## src/rtl/fifo_pixel_packer.sv

```systemverilog
// Read-domain consumer of the pixel async FIFO: packs PIX_PER_WORD pixels per word and emits
// them on a valid/ready stream with a per-line last marker.
module fifo_pixel_packer #(
  parameter int unsigned DATA_WIDTH     = 8,
  parameter int unsigned PIX_PER_WORD   = 4,
  parameter int unsigned WORDS_PER_LINE = 16
) (
  input  logic                               rd_clk,
  input  logic                               rd_rst,
  output logic                               fifo_rd_en,
  input  logic [DATA_WIDTH-1:0]              fifo_rd_data,
  input  logic                               fifo_empty,
  output logic [DATA_WIDTH*PIX_PER_WORD-1:0] m_data,
  output logic                               m_valid,
  input  logic                               m_ready,
  output logic                               m_last
);

  localparam int unsigned WordWidth = DATA_WIDTH * PIX_PER_WORD;
  localparam int unsigned CntWidth  = $clog2(PIX_PER_WORD + 1);
  localparam int unsigned IdxWidth  = (WORDS_PER_LINE > 1) ? $clog2(WORDS_PER_LINE) : 1;

  localparam logic [CntWidth:0]   Full     = (CntWidth + 1)'(PIX_PER_WORD);
  localparam logic [CntWidth-1:0] LastLane = CntWidth'(PIX_PER_WORD - 1);
  localparam logic [IdxWidth-1:0] LastIdx  = IdxWidth'(WORDS_PER_LINE - 1);

  logic                 pending_q;
  logic [CntWidth-1:0]  cnt_q, cnt_d;
  logic [WordWidth-1:0] pack_q, pack_d;
  logic [WordWidth-1:0] m_data_q;
  logic                 m_valid_q;
  logic                 m_last_q;
  logic [IdxWidth-1:0]  word_idx_q, word_idx_d;

  logic                 out_free;
  logic                 handshake;
  logic                 load;
  logic [CntWidth:0]    fill;

  // fill counts lanes occupied once the data returning this cycle has landed.
  always_comb begin
    out_free   = !m_valid_q || m_ready;
    handshake  = m_valid_q && m_ready;
    fill       = {1'b0, cnt_q} + {{CntWidth{1'b0}}, pending_q};
    fifo_rd_en = !rd_rst && !fifo_empty &&
                 ((fill < Full) || (cnt_q == LastLane && pending_q && out_free));
  end

  always_comb begin
    pack_d = pack_q;
    if (pending_q) begin
      for (int unsigned k = 0; k < PIX_PER_WORD; k++) begin
        if (cnt_q == CntWidth'(k)) begin
          pack_d[k*DATA_WIDTH +: DATA_WIDTH] = fifo_rd_data;
        end
      end
    end
  end

  // A full word waits in pack (cnt == PIX_PER_WORD) until the output register frees up.
  always_comb begin
    load  = (fill == Full) && out_free;
    cnt_d = load ? '0 : fill[CntWidth-1:0];
  end

  // word_idx_d is the line position of the word that sits in the output register next cycle.
  always_comb begin
    word_idx_d = word_idx_q;
    if (handshake) begin
      word_idx_d = (word_idx_q == LastIdx) ? '0 : word_idx_q + IdxWidth'(1);
    end
  end

  always_ff @(posedge rd_clk) begin
    if (rd_rst) begin
      pending_q  <= 1'b0;
      cnt_q      <= '0;
      pack_q     <= '0;
      word_idx_q <= '0;
      m_data_q   <= '0;
      m_valid_q  <= 1'b0;
      m_last_q   <= 1'b0;
    end else begin
      pending_q  <= fifo_rd_en && !fifo_empty;
      cnt_q      <= cnt_d;
      pack_q     <= pack_d;
      word_idx_q <= word_idx_d;
      if (load) begin
        m_data_q  <= pack_d;
        m_valid_q <= 1'b1;
        m_last_q  <= (word_idx_d == LastIdx);
      end else if (handshake) begin
        m_valid_q <= 1'b0;
      end
    end
  end

  assign m_data  = m_data_q;
  assign m_valid = m_valid_q;
  assign m_last  = m_last_q;

endmodule

```

## config.mk

```make
export PLATFORM = sky130hd
export DESIGN_NAME = fifo_pixel_packer
export DESIGN_NICKNAME = d
export VERILOG_FILES = /design/src/rtl/fifo_pixel_packer.sv
export SDC_FILE = /design/constraint.sdc
export NUM_CORES = 1
export LEC_CHECK = 0
export CAP_MARGIN = 20
export CORE_MARGIN = 2
export CORE_UTILIZATION = 30
export CTS_CLUSTER_DIAMETER = 30
export CTS_CLUSTER_SIZE = 25
export DETAILED_ROUTE_END_ITERATION = 7
export GPL_TIMING_DRIVEN = 1
export PLACE_DENSITY = 0.51
export SETUP_SLACK_MARGIN = 0.02
export SLEW_MARGIN = 30
export SYNTH_ARGS = -nofsm -noshare
export SYNTH_HDL_FRONTEND = slang
export SYNTH_SLANG_ARGS = --single-unit
```

## constraint.sdc

```tcl
create_clock -name rd_clk -period 3.2 [get_ports rd_clk]
set_clock_uncertainty 0.05 [all_clocks]
set_input_delay 0.64 -clock rd_clk [delete_from_list [all_inputs] [get_ports rd_clk]]
set_output_delay 0.64 -clock rd_clk [all_outputs]
set_load 0.03 [all_outputs]
```

Yosys cells after proc, flatten, opt, wreduce, memory -nomap -nowiden
Index checks and enable logic that the tools add are counted.

Word-level logic and storage cells: 40. Bits in writable memories: 0. Output and inout bits: 35. ROM bits: 0. Register bits after elaboration: 74. Memories: 0. Input port bits: 12. Latch bits: 0.

Bitwise gates (word level): 0. Multipliers: 0. Divide/modulo/power cells: 0. Shift-type cells: 0. Muxes and demuxes: 9. Reduce and logical (&&, ||, !) cells: 15. $add $sub $neg: 2. Eq/ne operators: 6. $lt $le $gt $ge: 1.

Operators with widths (count): 32-bit two-way mux (1); 8-bit two-way mux (4); 4-bit == test, second input constant (2); 4-bit two-way mux (2); 1-bit logical AND (7); 3-bit by 2-bit == test with 1-bit output, second input constant (2); 3-bit by 1-bit adder with 4-bit output (1); 4-bit by 1-bit adder with 4-bit output, second input constant (1); 4-bit by 3-bit == test with 1-bit output, second input constant (1); 4-bit by 3-bit < comparator with 1-bit output, second input constant (1); 3-bit by 1-bit == test with 1-bit output, second input constant (1); 1-bit zero test (3); 3-bit zero test (1); 1-bit logical OR (2); 1-bit two-way mux (2); 2-bit nonzero test (1); 2-bit OR reduction (1).

Depth between registers and ports, before layout
Gate-level depths: netlist (run 1).

Word-level depth: 6. Depth in mapped cells: 8. Depth with buffers taken out: 6.

Least setup slack after synthesis (run 1)
No wires, ideal clock.

Path kind: in2out. Start: in rd_rst. End: out fifo_rd_en. Stages: 3. Data required time: 2.510 ns. Slack: 0.764 ns. Arrival time: 1.746 ns. Cell sequence: clkbuf_1 > buf_1 > nor3_1.

Longest elaborated chain between the ends: 3.

RTL lines: from (decl) (RTL line 9) `input logic rd_rst,`; 1-bit zero test (RTL line 45) `fifo_rd_en = !rd_rst && !fifo_empty &&`; 1-bit logical AND (2 in series) (RTL line 45); to (decl) (RTL line 10) `output logic fifo_rd_en,`.

No other way between the ends.

Worst setup path in the final report (run 1)
Start: in m_ready. End: out fifo_rd_en.

Longest elaborated chain between the ends: 4.

RTL lines: from (decl) (RTL line 15) `input logic m_ready,`; 1-bit logical OR (RTL line 42) `out_free = !m_valid_q || m_ready;`; 1-bit logical AND (RTL line 46) `((fill < Full) || (cnt_q == LastLane && pending_q && out_free));`; 1-bit logical OR (RTL line 46); 1-bit logical AND (RTL line 45).

No other way between the ends.

==> metrics.md, run 1 <==
| Metric | Value |
|---|---|
| Sw frac | 21.9% |
| First drt pass iteration count | 4 |
| # fillers | around 870 |
| Count of final setup violators | 0 |
| Synth Register Bits | 74 |
| Via count | slightly below 2,000 |
| Result of the run | complete, no violations |
| Layout cell share with drive strength beyond 1 | roughly 8.9% |
| Leak pwr | 1.38 nW |
| Final hold violations | 0 |
| Simple-gate share of the synthesized area | between 10% and 20% |
| Die area | 9620 um2 |
| Max-Cap Viols | 0 |
| Pre-CTS setup slack | between 500 and 600 ps |
| H-tree lvl count | 3 |
| Remaining DRCs | 0 |
| Post-CTS setup buffer count | 0 |
| Compound-Gate Fraction of Synth Area | between 10% and 20% |
| Setup ws final | around 580 ps |
| Sequential share of power | between 40% and 50% |
| CP Cell Sequence | clkdlybuf4s50_1, nand2b_1, a221oi_1, nor3_1, buf_4 |
| Relative slew margins | a little over half |
| Actual slew at the worst max-slew pin | around 690 ps |
| Worst min-delay path class | reg -> reg |
| Achievable frequency | 381 MHz |
| GRT Residual Overflow | 0 |
| Hpwl dp | between 3000 and 4000 um |
| ANT cells | 0 |
| Asr flop ratio synth | 0% |
| Part of the power in combinational logic | around 4.8% |
| R2r setup slk | 1050 ps |
| Port-buffer cells | 46 |
| Routed WL | around 6000 um |
| Kind of end point of the critical path | output pin |
| Core Rows | 34 |
| Largest cells by area after synthesis | dfxtp_1, o22a_1, mux2i_1, nand2_1, a21oi_1 |
| Top-count cell post-synth | dfxtp_1 |
| Die Y | 98.1 um |
| Crit path required time | around 2500 ps |
| Synth warnings | 0 |
| Io pins | between 40 and 50 |
| Initial antenna violation count | 0 |
| Via density | 4.76 |
| Die Width | between 90 and 100 um |
| Total power | 1.91 mW |
| Worst Setup Path Type | in -> out |
| Vias in the first global route | roughly 1,900 |
| Int Pwr | 1.49 mW |
| CTS Root Buffer Type | clkbuf_8 |
| Slowest stage cell, crit path | clkdlybuf4s50_1 |
| Final RePlAce weighted congestion | between 0.6 and 0.7 |
| Register area share after synthesis | between 50 and 60% |
| Drt wl/cell | 14.6 um |
| Post-CTS resize count | 0 |
| CP Data Arrival Time | between 1500 and 2000 ps |
| Synth cell types | 37 |
| RR Endpoint | m_data[28]$_SDFFE_PP0P_ |
| Synth area leader | dfxtp_1 |
| Reg-to-reg startpoint | cnt_q[0]$_SDFF_PP0_ |
| Largest family of logic cells by synthesized area | compound AO/OA/AOI/OAI gates |
| Cts hold-fix bufs | 0 |
| XOR/XNOR Fraction of Synth Area | 0.659% |
| Total core area | between 8000 and 9000 um2 |
| Antenna Nets Post-Route | 0 |
| Power share of the clock group | 45.9% |
| Worst vdd ir | roughly 0.00033 V |
| Yosys top cell area share | a little under three fifths |
| Ratio of total power to cell area | roughly 560 nW/um2 |
| Largest net degree at the start of global routing | 45 |
| Adder-cell share of the synthesized area | approximately 1.4% |
| Mapped Cells | about 250 |
| Syn-to-layout area delta | 28.7% |
| Number of synthesized flops with an enable pin | 0 |
| Syn_area_per_cell | around 10 um2 |
| Final slew viol count | 0 |
| Largest stage delay, worst path | ~470 ps |
| Initial core utilization | 30.8% |
| Crit path capture | fifo_rd_en |
| Multiplexer share of the synthesized area | between 6 and 7% |
| Setup crit start kind | primary input |
| CP Max Fanout | 5 |
| Clk_lat worst skew | 350 ps |
| Final period util | between 80% and 90% |
| Main flop type after synthesis | dfxtp_1 |
| Mapped Area | between 2000 and 3000 um2 |
| Synth top cells by count | dfxtp_1, nand2_1, o22a_1 |
| Critical path startpoint | m_ready |
| CTS tree | built |
| Switching pwr | roughly 0.42 mW |
| RSZ-0062 raised after global routing | false |
| Detailed Route Iter0 Violations | between 60 and 70 |
| Clk slew on worst S/H paths | roughly 70 ps |
| Total Neg Setup Slack | 0 ps |
| First-pass GRT wire length | just under 10,000 um |
| Min Clock Period, post-route | 2620 ps |
| Clock Sinks | 74 |
| Overall routing resource usage | a little over an eighth |
| Synth Net Count | between 200 and 300 |
| Cts bufs inserted | 9 |
| Nets | 312 |
| Worst Reg-to-Reg Cells | 6 |
| Clk buf depth | 2 |
==> per-stage QoR <==
step                      util, %  hold WS (ps)  instance area [um2]  cells
after detailed placement     36.8           407                 3180    394
after floorplan                 -           391                 2660    253
after global routing         39.6           439                 3420    410
final                        39.6           414                 3420    410
after CTS                    39.6           417                 3420    410
after global placement       36.8           401                 3180    394
==> final cells by class <==
cell class	count	area [um2]	share of cell area (%)
multi-input combinational	161	1070	31.3
clock buffer	10	128	3.73
timing repair buffer	50	488	14.3
clock inverter	6	114	3.33
inverter	1	3.75	0.110
tap	108	135	3.95
sequential	74	1480	43.3
==> cells in the final DEF (no fill, tap or decap), types with 3 or more instances in the layout <==
cell / n
a21oi_1: 22
buf_4: 5
bufinv_16: 3
clkbuf_8: 9
clkdlybuf4s50_1: 45
dfxtp_1: 74
ha_1: 3
mux2i_1: 16
nand2_1: 36
nand3_1: 3
nor2_1: 20
o22a_1: 32
==> metal layers <==
layer	GRT usage (%)	part of all wire (%)	vias up
li1	-	-	986
met1	17.6	52	914
met2	19.9	43	42
met3	3.08	3.5	10
met4	5.77	1.7	0
met5	0	0	-
==> worst max-delay path: cells and delay by family <==
family	cells	cell delay, ps
buffers and inverters	2	650
and+or+nand+nor	2	290
AOI/OAI and AO/OA	1	350
==> logic make-up (layout without fill, tap and decap cells) <==
logic type                 count (synthesis)  in the layout
and+or+nand+nor                           77             77
muxes                                     17             17
xor gates and xnor gates                   2              2
DFF                                       74             74
buffers and inverters                     18             67
adders and majority gates                  3              3
AOI/OAI and AO/OA                         62             62
==> registers in the layout, indices dropped and copies added, names as in the netlist <==
register and count:
cnt_q 3, m_data 32, m_last 1, m_valid 1
pack_q 32, pending_q 1, word_idx_q 4
==> power by group through the flow <==
stage	logic (mW)	clock network [mW]	registers, mW
final	0.0917	0.877	0.940
after global routing	0.101	0.936	0.942
after CTS	0.0936	0.900	0.940
after detailed placement	0.0933	0	0.962
after global placement	0.0941	0	0.961
after floorplan	0.0507	0	0.963
==> worst min-delay path by stage <==
stage	from	end	cells after the start
after CTS	pack_q[31]$_SDFF_PP0_	pack_q[31]$_SDFF_PP0_	2
after global routing	pack_q[30]$_SDFF_PP0_	pack_q[30]$_SDFF_PP0_	2
after detailed placement	pack_q[31]$_SDFF_PP0_	pack_q[31]$_SDFF_PP0_	2
after floorplan	pack_q[0]$_SDFF_PP0_	pack_q[0]$_SDFF_PP0_	2
final	pack_q[3]$_SDFF_PP0_	pack_q[3]$_SDFF_PP0_	2
after global placement	pack_q[31]$_SDFF_PP0_	pack_q[31]$_SDFF_PP0_	2
(Power assumes the default switching activity.)
==> inputs of run 2 (changes only) <==
Settings changed: PLACE_DENSITY 0.51 to 0.53.
Clock period 3.2 ns to 2.4 ns, I/O delays scaled along.
==> run 2 against run 1 <==
Net effect: sequential power increased by 33%; cell area grew 1.6%; clock power increased by 32%; critical path type is now reg -> out; largest power group unchanged; highest routed layer unchanged.
==> metrics.md, run 2 (synthesis results as in run 1) <==
| Metric | Value |
|---|---|
| Result of the run | complete, no violations (unchanged) |
| Final period util | between 90 and 100% |
| Nets | 314 (was 312) |
| CTS tree | built (unchanged) |
| CTS Root Buffer Type | clkbuf_8 (unchanged) |
| CP Cell Sequence | and4b_2, a221oi_2, nor3_1, buf_4 (was clkdlybuf4s50_1, nand2b_1, a221oi_1, nor3_1, buf_4) |
| Leak pwr | 1.40 nW (was 1.38 nW) |
| Crit path depth | 4 (was 5) |
| Clk_lat worst skew | 350 ps (about the same) |
| Worst Setup Path Type | reg -> out (was in -> out) |
| Commonest non-fill, non-tap cell in the layout | dfxtp_1 (unchanged) |
| Met2 Track Usage GR | 18.9% (was 19.9%) |
| Final hold violations | 0 (unchanged) |
| Largest stage delay, worst path | 490 ps (was 470 ps) |
| Initial antenna violation count | 0 (unchanged) |
| Via density | 4.78 (was 4.76) |
| Number of buffers and inverters on the critical path | 1 (was 2) |
| Worst vdd ir | 0.000283 V (was 0.000334 V) |
| Worst min-delay path class | reg -> reg (unchanged) |
| Crit path capture | fifo_rd_en (unchanged) |
| R2r setup slk | 450 ps (was 1050 ps) |
| Antenna Nets Post-Route | 0 (unchanged) |
| Clock Sinks | 74 (unchanged) |
| Actual slew at the worst max-slew pin | 732 ps (was 695 ps) |
| Overall routing resource usage | 13.1% (was 13.0%) |
| Relative slew margins | 51.1% (was 53.6%) |
| Clk buf depth | 2 (unchanged) |
| Routed WL | 5900 um (was 5980 um) |
| Max-Cap Viols | 0 (unchanged) |
| Crit path required time | 1870 ps (was 2510 ps) |
| Io pins | 47 (unchanged) |
| Total core area | 8640 um2 (unchanged) |
| CP Max Fanout | 9 (was 5) |
| Detailed Route Iter0 Violations | 89 (was 67) |
| ANT cells | 0 (unchanged) |
| RR Endpoint | m_data[9]$_SDFFE_PP0P_ (was m_data[28]$_SDFFE_PP0P_) |
| Clk slew on worst S/H paths | 80 ps (was 70 ps) |
| Critical path startpoint | cnt_q[1]$_SDFF_PP0_ (was m_ready) |
| Die area | 9620 um2 (unchanged) |
| Drt wl/cell | 14.3 um (was 14.6 um) |
| Largest net degree at the start of global routing | 45 (unchanged) |
| Syn-to-layout area delta | 30.7% (was 28.7%) |
| Min Clock Period, post-route | about 2200 ps |
| Cts hold-fix bufs | 0 (unchanged) |
| Reg-to-reg startpoint | cnt_q[0]$_SDFF_PP0_ (unchanged) |
| H-tree lvl count | 3 (unchanged) |
| Die Width | 98.1 um (unchanged) |
| GRT Residual Overflow | 0 (unchanged) |
| Layout cell share with drive strength beyond 1 | 11.2% (was 8.94%) |
| Worst Reg-to-Reg Cells | 6 (unchanged) |
| CP top delay family | simple AND/OR/NAND/NOR gates (was buffers and inverters) |
| RSZ-0062 raised after global routing | false (unchanged) |
| M1 GR Usage | 18.4% (was 17.6%) |
| Commonest cells after routing, fill and taps aside | dfxtp_1, clkdlybuf4s50_1, nand2_1, o22a_1, a21oi_1 (unchanged) |
| Post-CTS setup buffer count | 0 (unchanged) |
| Final RePlAce weighted congestion | 0.704 (was 0.691) |
| Final core occ | 40.2% (was 39.6%) |
| Achievable frequency | about 450 MHz |
| Vias in the first global route | 1,957 (was 1,917) |
| Ratio of total power to cell area | 733 nW/um2 (was 558 nW/um2) |
| Port-buffer cells | 46 (unchanged) |
| CP Data Arrival Time | 1710 ps (was 1930 ps) |
| Slowest stage cell, crit path | dfxtp_1 (was clkdlybuf4s50_1) |
| Total Neg Setup Slack | 0 ps (unchanged) |
| Hpwl dp | 3780 um (was 3810 um) |
| Count of final setup violators | 0 (unchanged) |
| Via count | 1,970 (was 1,952) |
| Die Y | 98.1 um (unchanged) |
| Final slew viol count | 0 (unchanged) |
| Core Rows | 34 (unchanged) |
| Initial core utilization | 30.8% (unchanged) |
| First-pass GRT wire length | 9890 um (was 9780 um) |
| GR peak layer | met2 (unchanged) |
| Kind of end point of the critical path | output pin (unchanged) |
| Cts bufs inserted | 9 (unchanged) |
| Remaining DRCs | 0 (unchanged) |
| First drt pass iteration count | 4 (unchanged) |
| Post-CTS resize count | 2 (was 0) |
| Setup crit start kind | flop (was primary input) |
| GR Layer Usage met3 | 3.08% (unchanged) |
## run 2: cell count changes in the layout (fill, tap and decap cells not counted), sizes merged
cell      delta
buf          +2
clkinv       +2
clkinvlp     -1
inv          -1
## run 2: final cells by class
type	instances	area (um2)
fillers	868	5160
flip-flops and latches	74	1480
multi-input cells	161	1080
repair buffers	52	528
well taps	108	135
clock buffers	10	128
clock inverters	6	115
inverters	1	3.75
## run 2: per-stage QoR
stage          total power [mW]  setup slack, ps  hold slack (ps)  instance area (um2)  std cells
3_3_place_gp               1.41              148              405                 3220        396
3_5_place_dp               1.41              134              406                 3220        396
6_report                   2.54              157              414                 3470        412
4_1_cts                    2.57             40.7              418                 3460        412
5_1_grt                    2.63             20.5              439                 3470        412
2_1_floorplan              1.35              176              391                 2660        253
## run 2: per-layer routing
metal | vias up | part of all wire, %
met5 | - | 0
met4 | 0 | 2.1
met3 | 11 | 3.2
met2 | 32 | 45
met1 | 932 | 50
li1 | 995 | -
## run 2: how the worst min path moves through the flow
stage / startpoint / to / slack, ps / cells past startpoint
floorplan: pack_q[0]$_SDFF_PP0_ / pack_q[0]$_SDFF_PP0_ / 390 / 2
global placement: pack_q[27]$_SDFF_PP0_ / pack_q[27]$_SDFF_PP0_ / 410 / 2
detailed placement: pack_q[27]$_SDFF_PP0_ / pack_q[27]$_SDFF_PP0_ / 410 / 2
CTS: pack_q[27]$_SDFF_PP0_ / pack_q[27]$_SDFF_PP0_ / 420 / 2
global route: pack_q[5]$_SDFF_PP0_ / pack_q[5]$_SDFF_PP0_ / 440 / 2
finish: pack_q[27]$_SDFF_PP0_ / pack_q[27]$_SDFF_PP0_ / 410 / 2
## run 2: worst register-to-register path, cell delays in order (launching register included)
cell     delay, ps
dfxtp_2        410
ha_1           200
ha_2           280
nor2_1         130
and2_1         200
and2_4         440
o22a_1         200
## run 2: where the power goes
| part | switching (mW) | leakage, nW | internal, mW |
|---|---|---|---|
| combinational | 0.0729 | 0.688 | 0.0567 |
| clock | 0.466 | 0.117 | 0.694 |
| sequential | 0.0102 | 0.598 | 1.24 |
| total | 0.549 | 1.40 | 1.99 |
==> inputs of run 3 (changes only) <==
Settings changed: ABC_CLOCK_PERIOD_IN_PS from default to 2400.
==> results of run 3 <==
Same layout as run 2: the final DEF is identical, and so are final timing and power.
